## config.mk

```make
export PLATFORM = sky130hd
export DESIGN_NAME = wb_grf
export DESIGN_NICKNAME = d
export VERILOG_FILES = /design/src/rtl/cpu_pkg.sv /design/src/rtl/load_ext.sv /design/src/rtl/wb_grf.sv
export SDC_FILE = /design/constraint.sdc
export NUM_CORES = 2
export LEC_CHECK = 0
export ABC_CLOCK_PERIOD_IN_PS = 3700
export CORE_MARGIN = 2
export CORE_UTILIZATION = 55
export DETAILED_ROUTE_END_ITERATION = 10
export DONT_BUFFER_PORTS = 1
export PLACE_DENSITY = 0.7
export SLEW_MARGIN = 20
export SYNTH_ARGS = -nofsm -noshare
export SYNTH_HDL_FRONTEND = slang
export SYNTH_SLANG_ARGS = --single-unit
export TNS_END_PERCENT = 20
```

## constraint.sdc

```tcl
create_clock -name clk -period 3.7 [get_ports clk]
set_clock_uncertainty 0.05 [all_clocks]
set_input_delay 0.74 -clock clk [delete_from_list [all_inputs] [get_ports clk]]
set_output_delay 0.74 -clock clk [all_outputs]
set_load 0.01 [all_outputs]
```

## src/rtl/cpu_pkg.sv

```systemverilog
// Shared pipeline encodings: writeback source selects, load/store kinds and
// the hardwired-zero register index.
package cpu_pkg;

   localparam logic [2:0] W2R_ALU = 3'd0;
   localparam logic [2:0] W2R_MEM = 3'd1;
   localparam logic [2:0] W2R_PC8 = 3'd2;
   localparam logic [2:0] W2R_CP0 = 3'd3;

   localparam logic [3:0] LS_LW  = 4'd0;
   localparam logic [3:0] LS_LH  = 4'd1;
   localparam logic [3:0] LS_LHU = 4'd2;
   localparam logic [3:0] LS_LB  = 4'd3;
   localparam logic [3:0] LS_LBU = 4'd4;

   localparam logic [4:0] REG_ZERO = 5'd0;

   localparam logic [31:0] PC_LINK_OFFSET = 32'd8;

endpackage

```

## src/rtl/load_ext.sv

```systemverilog
// Load extension: picks the addressed byte/halfword out of the raw memory word
// and sign- or zero-extends it according to the load kind.
module load_ext
   import cpu_pkg::*;
(
   input  logic [3:0]  lsOp,
   input  logic [1:0]  off,
   input  logic [31:0] word,
   output logic [31:0] ext
);

   logic [7:0]  byte_sel;
   logic [15:0] half_sel;

   always_comb begin
      byte_sel = word[7:0];
      case (off)
         2'd0:    byte_sel = word[7:0];
         2'd1:    byte_sel = word[15:8];
         2'd2:    byte_sel = word[23:16];
         default: byte_sel = word[31:24];
      endcase
      half_sel = off[1] ? word[31:16] : word[15:0];
   end

   // Unknown kinds fall back to the raw word so stores or new opcodes are harmless.
   always_comb begin
      ext = word;
      case (lsOp)
         LS_LW:   ext = word;
         LS_LH:   ext = {{16{half_sel[15]}}, half_sel};
         LS_LHU:  ext = {16'h0000, half_sel};
         LS_LB:   ext = {{24{byte_sel[7]}}, byte_sel};
         LS_LBU:  ext = {24'h000000, byte_sel};
         default: ext = word;
      endcase
   end

endmodule

```

## src/rtl/wb_grf.sv

```systemverilog
// Writeback stage and general register file with write-to-read bypass.
// Define GRF_TRACE_EN to add the registered commit-trace outputs.
module wb_grf
   import cpu_pkg::*;
#(
   parameter int NREG = 32
)(
   input  logic        clk,
   input  logic        reset,
   input  logic        regWrite_W,
   input  logic [4:0]  A3_W,
   input  logic [2:0]  write2reg_W,
   input  logic [3:0]  lsOp_W,
   input  logic [31:0] readData_W,
   input  logic [31:0] aluResult_W,
   input  logic [31:0] PC_W,
   input  logic [31:0] cp0Out_W,
   input  logic [4:0]  A1_D,
   input  logic [4:0]  A2_D,
   output logic [31:0] RD1_D,
   output logic [31:0] RD2_D,
   output logic [31:0] WD_W
`ifdef GRF_TRACE_EN
  ,output logic        trace_valid,
   output logic [31:0] trace_pc,
   output logic [4:0]  trace_reg,
   output logic [31:0] trace_data
`endif
);

   logic [31:0] regs_q [NREG];
   logic [31:0] load_data;
   logic        we;

   load_ext u_load_ext (
      .lsOp (lsOp_W),
      .off  (aluResult_W[1:0]),
      .word (readData_W),
      .ext  (load_data)
   );

   always_comb begin
      WD_W = '0;
      case (write2reg_W)
         W2R_ALU: WD_W = aluResult_W;
         W2R_MEM: WD_W = load_data;
         W2R_PC8: WD_W = PC_W + PC_LINK_OFFSET;
         W2R_CP0: WD_W = cp0Out_W;
         default: WD_W = '0;
      endcase
   end

   assign we = regWrite_W && (A3_W != REG_ZERO);

   // $0 is never written because we excludes it, so its entry stays at reset value.
   always_ff @(posedge clk or negedge reset) begin
      if (!reset) begin
         for (int i = 0; i < NREG; i++) regs_q[i] <= '0;
      end else if (we) begin
         regs_q[A3_W] <= WD_W;
      end
   end

   // Bypass lets the D stage see the W result in the same cycle it commits.
   assign RD1_D = (A1_D == REG_ZERO)        ? '0   :
                  (we && (A1_D == A3_W))    ? WD_W : regs_q[A1_D];
   assign RD2_D = (A2_D == REG_ZERO)        ? '0   :
                  (we && (A2_D == A3_W))    ? WD_W : regs_q[A2_D];

`ifdef GRF_TRACE_EN
   always_ff @(posedge clk or negedge reset) begin
      if (!reset) begin
         trace_valid <= 1'b0;
         trace_pc    <= '0;
         trace_reg   <= '0;
         trace_data  <= '0;
      end else if (we) begin
         trace_valid <= 1'b1;
         trace_pc    <= PC_W;
         trace_reg   <= A3_W;
         trace_data  <= WD_W;
      end else begin
         trace_valid <= 1'b0;
      end
   end
`endif

endmodule

```

Yosys cells after proc, flatten, opt, wreduce, memory -nomap -nowiden:

Cells that the tools add are included.

* register bits after elaboration: 1024
* output and inout port bits: 96
* word-level logic and storage cells: 77
* input bits: 153

* equality and inequality tests: 11
* add/subtract/negate cells: 1
* order comparisons: 4
* reductions and logical operators: 9
* bitwise logic cells: 3
* multiplexer cells: 17

Operators with widths (number)
* $bwmux 1024: 1
* $bmux 32 s5: 2
* $mux 32: 9
* $pmux 32 s4: 2
* $demux 32 s5: 1
* $add 32x4->32 const B: 1
* $pmux 8 s3: 1
* $ge 6x6->1 const B: 3
* $not 5->6: 3
* $mux 16: 1
* $eq 5x5->1: 2
* $logic_not 5->1: 2
* $eq 4x2->1 const B: 2
* $eq 3x2->1 const B: 2
* $lt 6x1->1 const B: 1
* $reduce_bool 5->1: 1
* $eq 4x1->1 const B: 1
* $eq 4x3->1 const B: 1
* $logic_and 1x1->1: 4
* $eq 3x1->1 const B: 1
* $logic_not 3->1: 1
* $eq 2x1->1 const B: 1
* $eq 2x2->1 const B: 1
* $logic_not 2->1: 1

Logic depth before layout (Yosys ltp):

* depth in word-level cells: 6
* mapped depth: 11
* gate-level depth less buffers: 7

Modules after synthesis:

From an unflattened synthesis, not the netlist that was laid out.

* cells, all modules: 5039
* area, all modules: 55370.6 µm²

By module, submodules not included
* wb_grf: cells each 4938, times used 1, area an instance 54388.4 µm², seq. area each 25624.6 µm²
* load_ext: cells each 101, times used 1, area an instance 982.2 µm², seq. area each 0.0 µm²

Worst setup path after synthesis:

Ideal clock, no wire load.

* kind: input to output
* start: input A1_D[0]
* end: output RD1_D[10]
* data required time: 2910 ps
* arrival time: 2606 ps
* stages: 7
* path slack: 304 ps
* buffers on the path: 2
* cells stage by stage: buf_4 -> buf_2 -> mux4_2 -> mux4_2 -> and2_1 -> o31ai_1 -> a21oi_1

* longest elaborated chain between the ends: 6
* elaborated cells between the ends (all ways): 9
* those cells by class: eq/ne (1); mux (5); bitwise (1); reduce/logical (2)

RTL lines
* from (decl): line wb_grf.sv:18 `input logic [4:0] A1_D,`
* $not 5->6 (implied by the code): line wb_grf.sv:66 `(we && (A1_D == A3_W)) ? WD_W : regs_q[A1_D];`
* $bmux 32 s5: line wb_grf.sv:66
* $mux 32 (implied by the code) (2 in a row): line wb_grf.sv:66
* $mux 32: line wb_grf.sv:66
* $mux 32 (*): line wb_grf.sv:65 `assign RD1_D = (A1_D == REG_ZERO) ? '0 :`
* to (decl): line wb_grf.sv:20 `output logic [31:0] RD1_D,`

Every way passes the cells marked *; elsewhere a longest branch is shown, timed or not. The select of a mux whose other input is x is not followed.

Worst setup path after layout:

* start: input A1_D[0]
* end: output RD1_D[0]

The elaborated chain is that of the path after synthesis.

==> run_results.csv <==
group,metric,value,unit
timing,hold_ws,-9.19,ps
setup_path,crit_fanout,342,
clocking,clk_latency,700,ps
timing,relSlewSlack,19.5,%
clocking,path_clk_slew,60,ps
logic_synthesis,synthesis.area,56000,µm²
grt,grt_pass1_vias,43100,
logic_synthesis,yosysTopAreaCellShare,45.7,%
logic_synthesis,synthCells,5217,
power,power,33.0,mW
logic_synthesis,synth_fp_nets,5371,
layout,area_growth,10.2,%
logic_synthesis,yosysSeqAreaShare,45.7,%
die,core,101000,µm²
timing,timing.fmax,0.248,GHz
setup_path,cp_cell_sequence,"xnor2_2 -> and4_4 -> buf_12 -> nor4_1 -> a211oi_1",
routing,vias,44300,
setup_path,cp.required,2910,ps
power,switching_share,29.2,%
logic_synthesis,synth.largest_area_cell,"dfrtp_1",
clocking,cts_tree,"yes",
clocking,cts_sinks,1024,
run,cap_violations,0,
layout,top_regs,"regs_q x1024",
die,initial_core_util,55.2,%
clocking,htreeDepth,3,
routing,drc,0,
routing,drt_iter0_drc,6194,
layout,drive_gt1_share,19.8,%
logic_synthesis,synth_area_leaders,"dfrtp_1, mux4_2, mux2i_1, a21oi_1, o21ai_0",
timing,fin_crit_sh,109,%
layout,final_common_cell,"dfrtp_1",
place,place_ws,-135,ps
logic_synthesis,avgSynthCellArea,10.7,µm²
die,die-area,104000,µm²
layout,top_register,"regs_q",
setup_path,worst_ep_arrival_time,3240,ps
routing,routed_via_density,6.82,
routing,firstDrtPassIters,6,
clocking,cts_inserted_buffers,107,
logic_synthesis,ys_ff_latch,1024,
logic_synthesis,async_flop_share,100,%
routing,wl_per_cell,29.1,µm
grt,grt_use_total,36.5,%
grt,grt_max_degree,1025,
logic_synthesis,ys_warn_count,0,
setup_path,timing.critical_path.to_type,"output port",
routing,detail-route-antenna-nets,0,
grt,overflow,0,
place,port_buffers,0,
power,p_leak,26.3,nW
place,gp_congestion,0.978,
die,die_y,323,µm
timing,fin_ws,-333,ps
routing,postRouteWirelength,189000,µm
layout,nNetsFinal,5181,
logic_synthesis,synth_edf_count,0,
grt,grt_pass1_wl,281000,µm
layout,largest_register_ffs,1024,
run_status,status,"finished, violations left",
power,ir_drop,0.000484,V
die,rows,117,
timing,drv_slew,0,
worst_hold_path,min_path_type,"in2async",
layout,layout_common_cells,"dfrtp_1, a21oi_1, nor2_1",
setup_path,cp-start-kind,"input port",
setup_path,critPathKind,"in2out",
power,seqPwrFrac,45.1,%
clocking,clk_path_buf_depth,3,
logic_synthesis,yosysUniqueCellTypes,72,
run_status,violations,"negative hold slack, negative setup slack",
die,ioPinCount,249,
timing,fin_crit,4030,ps
grt,antenna_found_initial,5,
die,die_x,323,µm
setup_path,regToRegSetupSlack,2800,ps
place,hpwl,106000,µm
timing,setup_viol,43,
power,pwr-share-clk,34.0,%
power,p_sw,9.63,mW
setup_path,cp_slowest_stage_delay,730,ps
power,pwr-share-comb,20.9,%
timing,report.final.hold_viol_count,2,
setup_path,crit_path_top_delay_cell,"a211oi_1",
power,power_density,534,nW/µm²
clocking,root_buffer,"clkbuf_16",
power,power.internal,23.4,mW
logic_synthesis,synth_ff_type,"dfrtp_1",
timing,worst_pin_slew,1210,ps
## metal layers
| metal | GRT usage (%) | vias to the layer above | share of wire (%) |
|---|---|---|---|
| li1 | - | 18700 | - |
| met1 | 50.9 | 22300 | 39 |
| met2 | 52.8 | 2690 | 44 |
| met3 | 10.7 | 566 | 12 |
| met4 | 17.9 | 2 | 5.2 |
| met5 | 0 | - | 0.0037 |
## power by group through the flow
stage	Clock [mW]	Sequential, mW	Combinational (mW)
6_report	11.2	14.9	6.89
5_1_grt	11.7	15.1	7.52
4_1_cts	11.3	14.8	6.55
3_5_place_dp	0	15.0	6.47
3_3_place_gp	0	14.8	6.26
2_1_floorplan	0	14.5	5.27
## logic make-up (layout without fill, tap and decap cells)
group	count (synthesis)	count (layout)	synth area share [%]
compound gates	1453	1453	14.9
simple gates	1334	1335	9.85
flops	1024	1024	45.7
mux	776	776	24.0
buf+inv	605	501	5.06
xor+xnor	24	24	0.375
fa+ha+maj	1	1	0.0223
other cells	0	3	0
## worst paths after layout
check / cells past startpoint / from / endpoint
max in group asynchronous: 3 / reset / regs_q[688]
worst max-delay path: 5 / A1_D[0] / RD1_D[0]
worst min register to register: 0 / regs_q[999] / regs_q[999]
worst max register to register: 3 / regs_q[665] / regs_q[665]
worst min-delay path: 1 / reset / regs_q[610]
min in group clk: 0 / regs_q[999] / regs_q[999]
## area by class of cell
type | instances | area, µm²
multi-input combinational | 3589 | 28100
antenna | 3 | 7.51
sequential | 1024 | 25600
clock inverter | 35 | 407
tap | 1368 | 1710
clock buffer | 161 | 3260
timing repair buffer | 264 | 2450
fill | 8141 | 39700
inverter | 41 | 154
## critical path, delay by kind of cell
family,cells,cell delay (ps)
AO/OA/AOI/OAI,1,730
XOR/XNOR,1,440
buffers and inverters,1,200
AND/OR/NAND/NOR,2,570
## metrics by stage
| step | hold slack (ps) | setup TNS [ps] | utilization, % | instances | cell area (µm²) |
|---|---|---|---|---|---|
| floorplan | 391 | 0 | - | 5217 | 56000 |
| global placement | 326 | -165 | 56.8 | 6272 | 57600 |
| detailed placement | 333 | -237 | 56.8 | 6272 | 57600 |
| CTS | -231 | -17.4 | 60.5 | 6472 | 61400 |
| global route | 132 | -2710 | 60.8 | 6482 | 61700 |
| finish | -9.19 | -6640 | 60.8 | 6485 | 61700 |
## repair_timing
action,4_1_cts,5_1_grt
resized for setup,18,19
hold endpoints to repair,1024,25
pin swaps,2,4
cloned,1,0
setup buffers,3,3
setup endpoints to repair,9,26
## cell usage after synthesis (12+ instances only)
master     count
dfrtp_1     1024
o221ai_1      12
clkbuf_2      15
nand2_1      564
xor2_1        16
and2_1        17
buf_6         24
nor4_1        12
nor3_1        29
o21ai_1       20
o22ai_1       28
clkbuf_1     315
buf_1         15
mux2i_1      313
inv_1         40
and3_1        15
nor2_1       575
a211oi_1      80
a2111oi_0     12
a22oi_1      123
buf_2        146
mux4_2       453
nand3_1       34
o21ai_0      507
buf_4         49
a21oi_1      582
nor2b_1       20
o31ai_1       13
Note: power is estimated with default switching activity, not from simulation.
